===== config.mk =====
export PLATFORM = sky130hd
export DESIGN_NAME = nfca_rx_frame_decoder
export DESIGN_NICKNAME = d
export VERILOG_FILES = /design/src/rtl/nfca_rx_defs_pkg.sv /design/src/rtl/nfca_rx_half_slicer.sv /design/src/rtl/nfca_rx_frame_decoder.sv
export SDC_FILE = /design/constraint.sdc
export NUM_CORES = 1
export LEC_CHECK = 0
export BUFFER_PORTS_ARGS = -buffer_cell sky130_fd_sc_hd__buf_2
export CAP_MARGIN = 20
export CORE_ASPECT_RATIO = 1.1
export CORE_MARGIN = 2
export CORE_UTILIZATION = 40
export DETAILED_ROUTE_END_ITERATION = 7
export PLACE_DENSITY_LB_ADDON = 0.15
export SETUP_SLACK_MARGIN = 0.02
export SLEW_MARGIN = 25
export SYNTH_ARGS = -nofsm -noshare
export SYNTH_HDL_FRONTEND = slang
export SYNTH_HIERARCHICAL = 1
export SYNTH_SLANG_ARGS = --single-unit
export TNS_END_PERCENT = 50

===== constraint.sdc =====
create_clock -name clk -period 7.05 [get_ports clk]
set_input_delay 0 -clock clk [delete_from_list [all_inputs] [get_ports clk]]
set_output_delay 0 -clock clk [all_outputs]
set_load 0.01 [all_outputs]

===== src/rtl/nfca_rx_defs_pkg.sv =====
// Shared definitions for the NFC-A PICC->PCD receive frame decoder:
// parameter defaults, FSM state codes, half-bit pair codes, parity helper.
package nfca_rx_defs;

  localparam int HALF_SAMPLES_DEF = 8;
  localparam int HALF_TH_DEF      = 4;
  localparam int MAX_BYTES_DEF    = 64;

  localparam logic [1:0] ST_IDLE  = 2'd0;
  localparam logic [1:0] ST_SOF   = 2'd1;
  localparam logic [1:0] ST_DATA  = 2'd2;
  localparam logic [1:0] ST_FLUSH = 2'd3;

  // {first_half, second_half}
  localparam logic [1:0] PAIR_ONE  = 2'b10;
  localparam logic [1:0] PAIR_ZERO = 2'b01;
  localparam logic [1:0] PAIR_END  = 2'b00;
  localparam logic [1:0] PAIR_COL  = 2'b11;

  // Expected parity bit so that data plus parity has an odd count of ones.
  function automatic logic odd_par(input logic [7:0] d);
    return ~^d;
  endfunction

endpackage


===== src/rtl/nfca_rx_half_slicer.sv =====
// Half-bit slicer: counts HALF_SAMPLES strobed samples and majority-votes them.
// Ports: clr (sync clear), smp_en/smp (sample), half_en/half_val (comb, on closing sample).
module nfca_rx_half_slicer
  import nfca_rx_defs::*;
#(
  parameter int HALF_SAMPLES = HALF_SAMPLES_DEF,
  parameter int HALF_TH      = HALF_TH_DEF
) (
  input  logic clk,
  input  logic rstn,
  input  logic clr,
  input  logic smp_en,
  input  logic smp,
  output logic half_en,
  output logic half_val
);

  localparam int CW = (HALF_SAMPLES > 1) ? $clog2(HALF_SAMPLES) : 1;
  localparam int AW = $clog2(HALF_SAMPLES + 1);
  localparam logic [CW-1:0] CNT_LAST = CW'(HALF_SAMPLES - 1);
  localparam logic [AW-1:0] TH = AW'(HALF_TH);

  logic [CW-1:0] cnt_q, cnt_d;
  logic [AW-1:0] acc_q, acc_d;
  logic [AW-1:0] acc_nx;

  // The closing sample is included in the vote, so the
  // decision is available in the same clk as its strobe.
  always_comb begin
    cnt_d    = cnt_q;
    acc_d    = acc_q;
    half_en  = 1'b0;
    half_val = 1'b0;
    acc_nx   = acc_q + AW'(smp);
    if (clr) begin
      cnt_d = '0;
      acc_d = '0;
    end else if (smp_en) begin
      if (cnt_q == CNT_LAST) begin
        half_en  = 1'b1;
        half_val = (acc_nx >= TH);
        cnt_d    = '0;
        acc_d    = '0;
      end else begin
        cnt_d = cnt_q + 1'b1;
        acc_d = acc_nx;
      end
    end
  end

  always_ff @(posedge clk or negedge rstn) begin
    if (!rstn) begin
      cnt_q <= '0;
      acc_q <= '0;
    end else begin
      cnt_q <= cnt_d;
      acc_q <= acc_d;
    end
  end

endmodule


===== src/rtl/nfca_rx_frame_decoder.sv =====
// NFC-A PICC->PCD Manchester frame decoder: half-bit pairs -> LSB-first bytes + frame end.
// In: rx_on, rx_ask_en, rx_ask. Out: rx_byte_en/rx_byte/rx_byte_bits, rx_end/_err/_col, rx_busy.
// Option NFCA_RX_COLLISION_EN: collision pair decodes as 1 and sets col instead of ending the frame.
module nfca_rx_frame_decoder
  import nfca_rx_defs::*;
#(
  parameter int HALF_SAMPLES = HALF_SAMPLES_DEF,
  parameter int HALF_TH      = HALF_TH_DEF,
  parameter int MAX_BYTES    = MAX_BYTES_DEF
) (
  input  logic       clk,
  input  logic       rstn,
  input  logic       rx_on,
  input  logic       rx_ask_en,
  input  logic       rx_ask,
  output logic       rx_byte_en,
  output logic [7:0] rx_byte,
  output logic [3:0] rx_byte_bits,
  output logic       rx_end,
  output logic       rx_end_err,
  output logic       rx_end_col,
  output logic       rx_busy
);

  localparam int BW = $clog2(MAX_BYTES + 1);
  localparam logic [BW-1:0] NB_MAX = BW'(MAX_BYTES);

  logic [1:0]    state_q, state_d;
  logic          hsec_q, hsec_d;
  logic          hval_q, hval_d;
  logic [7:0]    data_q, data_d;
  logic [3:0]    idx_q, idx_d;
  logic [BW-1:0] nbytes_q, nbytes_d;
  logic          err_q, err_d;
  logic          col_q, col_d;

  logic          byte_en_q, byte_en_d;
  logic [7:0]    byte_q, byte_d;
  logic [3:0]    bits_q, bits_d;
  logic          end_q, end_d;
  logic          end_err_q, end_err_d;
  logic          end_col_q, end_col_d;
  logic          busy_q, busy_d;

  logic          slc_en;
  logic          half_en;
  logic          half_val;

  logic [1:0]    pair;
  logic          bitv;
  logic          is_end;
  logic          is_col;
  logic          col_hit;
  logic          stop_col;
  logic          par_bad;
  logic [7:0]    data_nx;

  // Slicing starts on the very sample that opens the frame.
  assign slc_en = rx_on & rx_ask_en &
                  ((state_q == ST_SOF) |
                   (state_q == ST_DATA) |
                   ((state_q == ST_IDLE) & rx_ask));

  nfca_rx_half_slicer #(
    .HALF_SAMPLES (HALF_SAMPLES),
    .HALF_TH      (HALF_TH)
  ) u_slicer (
    .clk      (clk),
    .rstn     (rstn),
    .clr      (~rx_on),
    .smp_en   (slc_en),
    .smp      (rx_ask),
    .half_en  (half_en),
    .half_val (half_val)
  );

  always_comb begin
    state_d   = state_q;
    hsec_d    = hsec_q;
    hval_d    = hval_q;
    data_d    = data_q;
    idx_d     = idx_q;
    nbytes_d  = nbytes_q;
    err_d     = err_q;
    col_d     = col_q;
    byte_en_d = 1'b0;
    byte_d    = byte_q;
    bits_d    = bits_q;
    end_d     = 1'b0;
    end_err_d = 1'b0;
    end_col_d = 1'b0;

    pair    = {hval_q, half_val};
    bitv    = pair[1];
    is_end  = (pair == PAIR_END);
    is_col  = (pair == PAIR_COL);
`ifdef NFCA_RX_COLLISION_EN
    col_hit  = is_col;
    stop_col = 1'b0;
`else
    col_hit  = 1'b0;
    stop_col = is_col;
`endif
    data_nx = data_q;
    data_nx[idx_q[2:0]] = bitv;
    par_bad = (bitv != odd_par(data_q));

    if (!rx_on) begin
      state_d  = ST_IDLE;
      hsec_d   = 1'b0;
      data_d   = '0;
      idx_d    = '0;
      nbytes_d = '0;
      err_d    = 1'b0;
      col_d    = 1'b0;
    end else begin
      unique case (state_q)
        ST_IDLE: begin
          if (rx_ask_en && rx_ask) begin
            state_d  = ST_SOF;
            hsec_d   = 1'b0;
            data_d   = '0;
            idx_d    = '0;
            nbytes_d = '0;
            err_d    = 1'b0;
            col_d    = 1'b0;
          end
        end
        ST_SOF: begin
          if (half_en) begin
            if (!hsec_q) begin
              hsec_d = 1'b1;
              hval_d = half_val;
            end else begin
              hsec_d  = 1'b0;
              state_d = (pair == PAIR_ONE) ? ST_DATA : ST_IDLE;
            end
          end
        end
        ST_DATA: begin
          if (half_en) begin
            if (!hsec_q) begin
              hsec_d = 1'b1;
              hval_d = half_val;
            end else begin
              hsec_d = 1'b0;
              if (is_end) begin
                if (idx_q != 4'd0) begin
                  byte_en_d = 1'b1;
                  byte_d    = data_q;
                  bits_d    = idx_q;
                  state_d   = ST_FLUSH;
                end else begin
                  end_d     = 1'b1;
                  end_err_d = err_q;
                  end_col_d = col_q;
                  state_d   = ST_IDLE;
                end
              end else if (nbytes_q == NB_MAX) begin
                // One bit beyond the byte budget aborts the frame.
                end_d     = 1'b1;
                end_err_d = 1'b1;
                end_col_d = col_q | col_hit;
                state_d   = ST_IDLE;
              end else begin
                col_d = col_q | col_hit;
                if (idx_q == 4'd8) begin
                  byte_en_d = 1'b1;
                  byte_d    = data_q;
                  bits_d    = 4'd8;
                  idx_d     = '0;
                  data_d    = '0;
                  nbytes_d  = nbytes_q + 1'b1;
                  err_d     = err_q | par_bad;
                end else begin
                  data_d = data_nx;
                  idx_d  = idx_q + 4'd1;
                end
                // Collision without support: keep the bit, then end like END.
                if (stop_col) begin
                  err_d   = 1'b1;
                  state_d = ST_FLUSH;
                  if (idx_q != 4'd8) begin
                    byte_en_d = 1'b1;
                    byte_d    = data_nx;
                    bits_d    = idx_q + 4'd1;
                  end
                end
              end
            end
          end
        end
        ST_FLUSH: begin
          end_d     = 1'b1;
          end_err_d = err_q;
          end_col_d = col_q;
          state_d   = ST_IDLE;
        end
        default: state_d = ST_IDLE;
      endcase
    end

    busy_d = (state_d == ST_DATA) | (state_d == ST_FLUSH);
  end

  always_ff @(posedge clk or negedge rstn) begin
    if (!rstn) begin
      state_q   <= ST_IDLE;
      hsec_q    <= 1'b0;
      hval_q    <= 1'b0;
      data_q    <= '0;
      idx_q     <= '0;
      nbytes_q  <= '0;
      err_q     <= 1'b0;
      col_q     <= 1'b0;
      byte_en_q <= 1'b0;
      byte_q    <= '0;
      bits_q    <= '0;
      end_q     <= 1'b0;
      end_err_q <= 1'b0;
      end_col_q <= 1'b0;
      busy_q    <= 1'b0;
    end else begin
      state_q   <= state_d;
      hsec_q    <= hsec_d;
      hval_q    <= hval_d;
      data_q    <= data_d;
      idx_q     <= idx_d;
      nbytes_q  <= nbytes_d;
      err_q     <= err_d;
      col_q     <= col_d;
      byte_en_q <= byte_en_d;
      byte_q    <= byte_d;
      bits_q    <= bits_d;
      end_q     <= end_d;
      end_err_q <= end_err_d;
      end_col_q <= end_col_d;
      busy_q    <= busy_d;
    end
  end

  assign rx_byte_en   = byte_en_q;
  assign rx_byte      = byte_q;
  assign rx_byte_bits = bits_q;
  assign rx_end       = end_q;
  assign rx_end_err   = end_err_q;
  assign rx_busy      = busy_q;
`ifdef NFCA_RX_COLLISION_EN
  assign rx_end_col   = end_col_q;
`else
  assign rx_end_col   = 1'b0;
`endif

endmodule

==> results of run 1 <==
layout make-up:
type	instances	area share
multi-input combinational	223	0.4823
clock inverter	2	0.01292
tap	82	0.03418
clock buffer	6	0.02751
inverter	11	0.01376
sequential	47	0.3918
timing repair buffer	21	0.03752
how the worst max path moves through the flow:
| stage | to | slack, ns | cells after the start |
|---|---|---|---|
| after floorplan | nbytes_q[3]$_DFFE_PN0P_ | 4.16 | 14 |
| after global placement | rx_byte_bits[1]$_DFFE_PN0P_ | 2.99 | 11 |
| after detailed placement | rx_byte_bits[0]$_DFFE_PN0P_ | 2.87 | 11 |
| after CTS | rx_byte_bits[0]$_DFFE_PN0P_ | 2.87 | 11 |
| after global routing | data_q[1]$_DFFE_PN0P_ | 2.38 | 12 |
| final | data_q[2]$_DFFE_PN0P_ | 2.91 | 12 |
flip-flops by register name, summed over array words and instances (netlist names), 2 cells and up:
register and cells:
u_slicer/acc_q 4, u_slicer/cnt_q 3, state_q 2, rx_byte_bits 4
idx_q 4, data_q 8, rx_byte 8, nbytes_q 7
cell usage after synthesis (all sizes together), types with 3 or more instances:
library cell   n
buf            5
o21a           3
o211ai         4
o21ai         35
nor2          22
nand2b         6
nand3          8
ha            13
nand3b         5
dfrtp         47
xnor2          4
nor2b          5
a21oi         27
o31ai          3
o22ai          3
nand2         24
inv           11
a22oi          3
clkbuf         9
nor3           3
a221oi         3
xor2           4
or3            6
o32a           8
a211oi         3
and2           4
per-stage QoR:
step / worst slack [ns] / util / cells / total power [mW]
3_3_place_gp: 2.992 / 0.4343 / 383 / 0.4471
3_5_place_dp: 2.872 / 0.4347 / 383 / 0.4478
2_1_floorplan: 4.164 / - / 295 / 0.4125
6_report: 2.910 / 0.4552 / 392 / 0.6569
4_1_cts: 2.873 / 0.4546 / 392 / 0.6658
5_1_grt: 2.385 / 0.4552 / 392 / 0.6990
cell families (layout without fill, tap and decap cells):
group	after synthesis	in the layout
flip-flops	47	47
multiplexers	3	3
AO/OA/AOI/OAI	103	103
adder cells (fa/ha/maj)	13	13
other	1	1
AND/OR/NAND/NOR	94	94
XOR/XNOR	9	9
buffers and inverters	25	40
where the power goes:
| group | internal [mW] | total, mW | switching [mW] |
|---|---|---|---|
| clock network | 0.117 | 0.214 | 0.0974 |
| registers | 0.282 | 0.298 | 0.0159 |
| logic | 0.0508 | 0.145 | 0.0942 |
| total | 0.449 | 0.657 | 0.208 |
per-layer routing:
layer,routed length (µm),up-vias,global-route usage
met5,0,-,0
met4,95,0,0.06011
met3,221,8,0.03900
met2,2747,33,0.2641
met1,3009,1061,0.2692
li1,-,1106,-
critical path, cell delays in order, from the launching register on:
cell      delay [ns]
dfrtp_1         0.44
inv_1           0.13
ha_1            0.34
a21oi_1         0.05
nor2_1          0.50
and3b_1         0.39
o31ai_1         0.11
a31oi_1         0.53
nor2_1          0.27
a211oi_2        0.30
o21ai_2         0.24
or3_1           0.53
o21ai_0         0.22
==> results_tabular.tex, run 1 <==
\begin{tabular}{lr}
\hline
Metric & Value \\
\hline
\multicolumn{2}{l}{\textbf{Clock network}} \\
Hold buffers post-CTS & 1 \\
Post-CTS setup buffer count & 0 \\
Clk Latency, worst-skew pair & between 0.3 and 0.4 ns \\
Number of buffers created by CTS & 5 \\
Longest Clk Path Bufs & 2 \\
Clock root buffer master & clkbuf\_8 \\
Post-CTS clock slew at the launch and capture registers of the worst setup and hold paths & 0.10 ns \\
TritonCTS clock tree & yes \\
Number of levels in the clock H-tree & 2 \\
Post-cts sizing count & 0 \\
TritonCTS sink count & 47 \\
\multicolumn{2}{l}{\textbf{Timing}} \\
Shortest clock period the worst path allows after layout & $\sim$4.1 ns \\
Worst slack on hold paths & 0.1316 ns \\
Worst-case headroom to the max-slew limit & 0.5149 \\
Sum of negative setup slack & 0 ns \\
Count of final max-slew check failures & 0 \\
Max frequency & between 0.2 and 0.25 GHz \\
Worst Max-Slew Pin Slew & slightly above 0.7 ns \\
Final setup violation count & 0 \\
Unrepaired setup endpoints after global routing & false \\
Count of endpoints failing hold in the final timing report & 0 \\
Final Skew & between 0.01 and 0.015 ns \\
Crit share post-route & 0.5872 \\
\multicolumn{2}{l}{\textbf{Routing}} \\
DRC viols & 0 \\
Iteration-0 DRC count of the detailed router & between 100 and 150 \\
Pre-Repair DR Iteration Count & 4 \\
Routed WL per cell & around 15 µm \\
WL final & roughly 6100 µm \\
Average via count per standard cell & around 5.6 \\
ANT nets after route & 0 \\
Total number of vias & around 2200 \\
\multicolumn{2}{l}{\textbf{Floorplanning}} \\
Full die area & between 7000 and 8000 µm² \\
Initial core utilization & 0.4127 \\
Count of pins on the block boundary & 22 \\
Width of the die & 82.65 µm \\
CORE AREA & about 6600 µm² \\
Vertical die dimension & around 91 µm \\
Floorplan row count & 31 \\
\multicolumn{2}{l}{\textbf{Synth}} \\
Distinct cells, synth & 55 \\
Most common flop cell mapped by yosys & dfrtp\_1 \\
Async set or reset register ratio after synthesis & 1.000 \\
Number of storage elements in the synthesis netlist & 47 \\
Sequential fraction of the synthesis area & 0.4322 \\
Post-synthesis mux area share & 0.01149 \\
Average cell area after synthesis & just over 9 µm² \\
Dominant combinational cell family by area after synthesis & compound AO/OA/AOI/OAI gates \\
Number of flops mapped to enable cells by yosys & 0 \\
Post-synthesis adder-cell area fraction & 0.05977 \\
Netlist area before placement & approximately 2700 µm² \\
Synthesized net count & between 300 and 400 \\
Synth area leader & dfrtp\_1 \\
Cells taking the most area after synthesis & dfrtp\_1 43\%, ha\_1 6.0\%, o21ai\_0 5.7\% \\
Area fraction of the dominant cell type after synthesis & 0.4322 \\
Area share of xor/xnor cells in the synthesized design & 0.03402 \\
Count of synthesis-stage warnings from yosys & 6 \\
Compound-cell area share of the yosys netlist & 0.2395 \\
Instance count of the mapped netlist & approximately 300 \\
Simple logic cell fraction of the synthesized area & 0.1844 \\
\multicolumn{2}{l}{\textbf{Finish}} \\
Total area of sequential cells & $\sim$1200 µm² \\
Cell area after layout & between 3000 and 4000 µm² \\
Fillers & slightly below 700 \\
Most common cell after layout, fill and taps aside & dfrtp\_1 \\
Share of final-layout standard cells stronger than drive strength 1 & 0.1161 \\
Number of nets in the layout & $\sim$330 \\
Area of combinational cells with multiple inputs & about 1400 µm² \\
Area Growth Syn to Fin & 10.30\% \\
Leading cell types in the layout, fill and taps excluded & 47 x dfrtp\_1, 31 x o21ai\_0, 27 x a21oi\_1 \\
Antenna cell count & 0 \\
\multicolumn{2}{l}{\textbf{Critical path}} \\
Cells on worst reg2reg path & 12 \\
Startpoint of the worst-slack reg-to-reg timing path & state\_q[1]\$\_DFF\_PN0\_ \\
WP data required & approximately 7.3 ns \\
Crit path from & state\_q[1]\$\_DFF\_PN0\_ \\
Capture point of the worst reg-to-reg path & data\_q[2]\$\_DFFE\_PN0P\_ \\
Worst setup slack for register-to-register paths & 2.91 ns \\
Critical path startpoint category & register \\
WP data arrival & approximately 4.4 ns \\
Top fanout value on the critical path & 16 \\
Start-to-end type of the worst setup path & register to register \\
Setup crit end kind & register \\
\multicolumn{2}{l}{\textbf{Hold path}} \\
HP Start & rx\_ask\_en \\
Depth of the worst hold-timing path & 4 \\
Hold worst-path end & state\_q[1]\$\_DFF\_PN0\_ \\
Class of the tightest hold or removal check & primary input to register \\
\multicolumn{2}{l}{\textbf{Outcome}} \\
Outcome & finished clean \\
\multicolumn{2}{l}{\textbf{Placed design}} \\
Port buffer count & 20 \\
HPWL after detailed placement & 4234 µm \\
Standard cell area after detailed placement & $\sim$2900 µm² \\
Routability Congestion & 0.8651 \\
\multicolumn{2}{l}{\textbf{GRT}} \\
Wire length of the first global-routing pass & between 10000 and 15000 µm \\
Aggregate global-route resource usage & 0.1825 \\
Pin count of the biggest net entering global routing & 48 \\
Sum of overflow across all layers after global routing & 0 \\
Initial antenna violation count & 0 \\
Vias in the first global route & about 2200 \\
\multicolumn{2}{l}{\textbf{Power}} \\
Worst vdd ir & 0.1073 mV \\
Power per Cell Area & approximately 220 nW/µm² \\
Reported leakage power & approximately 1.3 nW \\
\multicolumn{2}{l}{\textbf{Flow run}} \\
Number of max-cap violations & 0 \\
\hline
\end{tabular}
No activity file was read; power rests on OpenSTA's default activity.
==> run 2, diff against run 1 <==
--- a/config.mk
+++ b/config.mk
@@ -5,6 +5,7 @@
 export SDC_FILE = /design/constraint.sdc
 export NUM_CORES = 1
 export LEC_CHECK = 0
+export ABC_AREA = 1
 export BUFFER_PORTS_ARGS = -buffer_cell sky130_fd_sc_hd__buf_2
 export CAP_MARGIN = 20
 export CORE_ASPECT_RATIO = 1.1
==> constraint.sdc (replaced) <==
create_clock -name clk -period 4.31 [get_ports clk]
set_input_delay 0 -clock clk [delete_from_list [all_inputs] [get_ports clk]]
set_output_delay 0 -clock clk [all_outputs]
set_load 0.01 [all_outputs]
==> run 2 against run 1 <==
  * Routed wire length rose by 9.4%
  * Non-clock buffer count rose by 1
  * Core utilization fell by 0.80 points
  * Clock skew rose by 0.0017 ns
  * Global-route usage fell by 1.1 points
  * Via count rose by 17%
  * Largest power group unchanged
  * Clock power rose by 38%
  * Combinational power rose to 3.1 times the previous value
  * Critical path depth rose by 3
  * Sequential power rose by 71%
  * Setup slack got worse by 2.0 ns
==> results_tabular.tex, run 2 <==
\begin{tabular}{lr}
\hline
Metric & Value \\
\hline
\multicolumn{2}{l}{\textbf{Outcome}} \\
Outcome & finished clean (unchanged) \\
\multicolumn{2}{l}{\textbf{Clock network}} \\
Post-cts sizing count & 0 (unchanged) \\
Number of levels in the clock H-tree & 2 (unchanged) \\
Clock root buffer master & clkbuf\_8 (unchanged) \\
Clk Latency, worst-skew pair & 0.31 ns (about the same) \\
Number of buffers created by CTS & 5 (unchanged) \\
TritonCTS sink count & 47 (unchanged) \\
TritonCTS clock tree & yes (unchanged) \\
Longest Clk Path Bufs & 2 (unchanged) \\
Post-CTS clock slew at the launch and capture registers of the worst setup and hold paths & 0.10 ns (about the same) \\
Post-CTS setup buffer count & 0 (unchanged) \\
\multicolumn{2}{l}{\textbf{Routing}} \\
Average via count per standard cell & 4.868 (was 5.633) \\
Routed WL per cell & 12.49 µm (was 15.49 µm) \\
WL final & 6643 µm (was 6074 µm) \\
ANT nets after route & 0 (unchanged) \\
DRC viols & 0 (unchanged) \\
Iteration-0 DRC count of the detailed router & 109 (was 135) \\
Pre-Repair DR Iteration Count & 6 (was 4) \\
Total number of vias & 2590 (was 2208) \\
\multicolumn{2}{l}{\textbf{GRT}} \\
Pin count of the biggest net entering global routing & 48 (unchanged) \\
Aggregate global-route resource usage & 0.1710 (was 0.1825) \\
Met3 GRT Util & 0.02230 (was 0.03900) \\
Met1 global-route usage & 0.2313 (was 0.2692) \\
Wire length of the first global-routing pass & 11450 µm (was 10700 µm) \\
Vias in the first global route & 2399 (was 2192) \\
Sum of overflow across all layers after global routing & 0 (unchanged) \\
Most crowded layer after global routing & met2 (was met1) \\
Initial antenna violation count & 0 (unchanged) \\
GR Layer Usage met2 & 0.2778 (was 0.2641) \\
\multicolumn{2}{l}{\textbf{Synth}} \\
Async set or reset register ratio after synthesis & 1.000 (unchanged) \\
Area fraction of the dominant cell type after synthesis & 0.3812 (was 0.4322) \\
Leading cell type by number of instances after synthesis & nand2\_1 (was dfrtp\_1) \\
Distinct cells, synth & 37 (was 55) \\
Synth area leader & dfrtp\_1 (unchanged) \\
Number of flops mapped to enable cells by yosys & 0 (unchanged) \\
Average cell area after synthesis & 7.562 µm² (was 9.225 µm²) \\
Number of storage elements in the synthesis netlist & 47 (unchanged) \\
Synth top cells by count & 115 x nand2\_1, 47 x dfrtp\_1, 47 x inv\_1 (was 47 x dfrtp\_1, 31 x o21ai\_0, 27 x a21oi\_1) \\
Netlist area before placement & 3085 µm² (was 2721 µm²) \\
Cells taking the most area after synthesis & dfrtp\_1 38\%, nand2\_1 14\%, nand3\_1 6.0\% (was dfrtp\_1 43\%, ha\_1 6.0\%, o21ai\_0 5.7\%) \\
Synthesized net count & 426 (was 313) \\
Most common flop cell mapped by yosys & dfrtp\_1 (unchanged) \\
Sequential fraction of the synthesis area & 0.3812 (was 0.4322) \\
Count of synthesis-stage warnings from yosys & 6 (unchanged) \\
Instance count of the mapped netlist & 408 (was 295) \\
\multicolumn{2}{l}{\textbf{Timing}} \\
Sum of negative setup slack & 0 ns (unchanged) \\
Final WS setup & 0.9502 ns (was 2.910 ns) \\
Worst Max-Slew Pin Slew & 0.7310 ns (was 0.7227 ns) \\
Final setup violation count & 0 (unchanged) \\
Max frequency & 0.2976 GHz (was 0.2416 GHz) \\
Count of final max-slew check failures & 0 (unchanged) \\
Final Skew & 0.01220 ns (was 0.01055 ns) \\
Shortest clock period the worst path allows after layout & 3.360 ns (was 4.140 ns) \\
Unrepaired setup endpoints after global routing & false (unchanged) \\
Worst slack on hold paths & 0.07078 ns (was 0.1316 ns) \\
Count of endpoints failing hold in the final timing report & 0 (unchanged) \\
Worst-case headroom to the max-slew limit & 0.5126 (was 0.5149) \\
Crit share post-route & 0.7795 (was 0.5872) \\
\multicolumn{2}{l}{\textbf{Floorplanning}} \\
Full die area & 8433 µm² (was 7480 µm²) \\
Width of the die & 87.74 µm (was 82.65 µm) \\
Vertical die dimension & 96.12 µm (was 90.51 µm) \\
Count of pins on the block boundary & 22 (unchanged) \\
CORE AREA & 7473 µm² (was 6594 µm²) \\
Initial core utilization & 0.4129 (was 0.4127) \\
Floorplan row count & 33 (was 31) \\
\multicolumn{2}{l}{\textbf{Critical path}} \\
CP Cell Sequence & inv\_1, ha\_1, inv\_1, a21oi\_1, nand2\_1, nor2\_1, nand2\_1, inv\_1, inv\_1, nand2\_4, a31oi\_2, o21ai\_2, inv\_1, nand2\_1, o21ai\_0 (was inv\_1, ha\_1, a21oi\_1, nor2\_1, and3b\_1, o31ai\_1, a31oi\_1, nor2\_1, a211oi\_2, o21ai\_2, or3\_1, o21ai\_0) \\
Delay of the slowest cell on the worst path & 0.61 ns (was 0.53 ns) \\
Capture point of the worst reg-to-reg path & rx\_byte\_bits[2]\$\_DFFE\_PN0P\_ (was data\_q[2]\$\_DFFE\_PN0P\_) \\
Cells on worst reg2reg path & 15 (was 12) \\
Worst setup slack for register-to-register paths & 0.95 ns (was 2.91 ns) \\
Family with the most delay on the worst path & compound AO/OA/AOI/OAI gates (was simple AND/OR/NAND/NOR gates) \\
Start-to-end type of the worst setup path & register to register (unchanged) \\
Crit path buf inv count & 5 (was 1) \\
Setup crit end kind & register (unchanged) \\
Startpoint of the worst-slack reg-to-reg timing path & state\_q[1]\$\_DFF\_PN0\_ (unchanged) \\
Critical path startpoint category & register (unchanged) \\
Top fanout value on the critical path & 18 (was 16) \\
WP data arrival & 3.55 ns (was 4.37 ns) \\
WP data required & 4.50 ns (was 7.28 ns) \\
Cell with the largest stage delay on the worst path & o21ai\_2 (was a31oi\_1) \\
Most Frequent Cell on Critical Path & inv\_1 (was nor2\_1) \\
\multicolumn{2}{l}{\textbf{Finish}} \\
Area Growth Syn to Fin & 8.313\% (was 10.30\%) \\
Share of final-layout standard cells stronger than drive strength 1 & 0.1499 (was 0.1161) \\
Number of nets in the layout & 444 (was 327) \\
Leading cell types in the layout, fill and taps excluded & 115 x nand2\_1, 47 x inv\_1, 47 x dfrtp\_1 (was 47 x dfrtp\_1, 31 x o21ai\_0, 27 x a21oi\_1) \\
Cell area after layout & 3342 µm² (was 3002 µm²) \\
Count of placed standard cells in the final layout, fillers left out & 532 (was 392) \\
Fillers & 770 (was 684) \\
Antenna cell count & 0 (unchanged) \\
Most common cell after layout, fill and taps aside & nand2\_1 (was dfrtp\_1) \\
\multicolumn{2}{l}{\textbf{Placed design}} \\
Port buffer count & 20 (unchanged) \\
Post-placement worst setup slack & 1.005 ns (was 2.872 ns) \\
Standard cell area after detailed placement & 3233 µm² (was 2867 µm²) \\
Routability Congestion & 0.8649 (was 0.8651) \\
HPWL after detailed placement & 4867 µm (was 4234 µm) \\
Placed Cells & 523 (was 383) \\
\multicolumn{2}{l}{\textbf{Hold path}} \\
Class of the tightest hold or removal check & primary input to register (unchanged) \\
HP Start & rx\_on (was rx\_ask\_en) \\
Depth of the worst hold-timing path & 3 (was 4) \\
Hold worst-path end & state\_q[0]\$\_DFF\_PN0\_ (was state\_q[1]\$\_DFF\_PN0\_) \\
\multicolumn{2}{l}{\textbf{Power}} \\
Clock network fraction of total power & 0.235 (was 0.326) \\
Switching component of the power & 0.5160 mW (was 0.2075 mW) \\
Fraction of power consumed by sequential logic & 0.405 (was 0.453) \\
Switching fraction of total power & 0.4091 (was 0.3159) \\
Worst vdd ir & 0.1702 mV (was 0.1073 mV) \\
Power per Cell Area & 377.4 nW/µm² (was 218.9 nW/µm²) \\
Combinational group share of total power & 0.360 (was 0.221) \\
Internal power contribution & 0.7453 mW (was 0.4494 mW) \\
Reported leakage power & 1.630 nW (was 1.341 nW) \\
\multicolumn{2}{l}{\textbf{Flow run}} \\
Number of max-cap violations & 0 (unchanged) \\
\hline
\end{tabular}
run 2: per-stage QoR:
stage | util | power [mW]
2_1_floorplan | - | 0.9100
3_3_place_gp | 0.4326 | 0.9716
3_5_place_dp | 0.4326 | 0.9718
4_1_cts | 0.4472 | 1.277
5_1_grt | 0.4472 | 1.367
6_report | 0.4472 | 1.261
run 2: worst max path at each step:
stage                               startpoint                          end  slack (ns)  cells past startpoint
after global routing      state_q[1]$_DFF_PN0_  rx_byte_bits[2]$_DFFE_PN0P_        0.58                     15
after floorplan           state_q[0]$_DFF_PN0_            err_q$_DFFE_PN0P_        1.75                     17
final                     state_q[1]$_DFF_PN0_  rx_byte_bits[2]$_DFFE_PN0P_        0.95                     15
after detailed placement  state_q[1]$_DFF_PN0_  rx_byte_bits[2]$_DFFE_PN0P_        1.00                     15
after global placement    state_q[0]$_DFF_PN0_  rx_byte_bits[2]$_DFFE_PN0P_        1.14                     15
after CTS                 state_q[0]$_DFF_PN0_  rx_byte_bits[2]$_DFFE_PN0P_        0.99                     15
run 2: final cells by class:
| cell class | count | area, µm² | share of cell area |
|---|---|---|---|
| multi-input cells | 293 | 1602 | 0.4792 |
| flip-flops and latches | 47 | 1176 | 0.3519 |
| inverters | 57 | 216.5 | 0.06477 |
| well taps | 105 | 131.4 | 0.03931 |
| repair buffers | 22 | 117.6 | 0.03519 |
| clock buffers | 6 | 82.58 | 0.02471 |
| clock inverters | 2 | 16.27 | 0.004867 |
run 2: per-layer routing:
metal  share of wire  wire length, µm
met1            0.49             3262
met2            0.46             3052
met3           0.026              172
met4           0.023              155
met5               0                0
run 2: worst min-delay path, delay by kind of cell:
kind	cells	cell delay, ns
AOI/OAI and AO/OA	2	0.15
buffers and inverters	1	0.19
run 2: what timing repair did:
item / in CTS / in global routing
endpoints found under the setup margin: 0 / 0
hold endpoints to repair: 47 / 0
hold buffers: 1 / 0
run 2: cell families after synthesis:
kind of cell,count (synthesis),share of synthesized area
flops,47,0.3812
simple gates,189,0.2749
other cells,1,0.001215
xor+xnor,6,0.01703
compound gates,84,0.1732
buf+inv,68,0.09976
fa+ha+maj,13,0.05272
run 2: power groups by stage:
| stage | combinational, mW | clock, mW | sequential (mW) |
|---|---|---|---|
| CTS | 0.457 | 0.310 | 0.510 |
| detailed placement | 0.453 | 0 | 0.519 |
| floorplan | 0.396 | 0 | 0.514 |
| global placement | 0.453 | 0 | 0.519 |
| global route | 0.525 | 0.326 | 0.516 |
| finish | 0.454 | 0.296 | 0.511 |
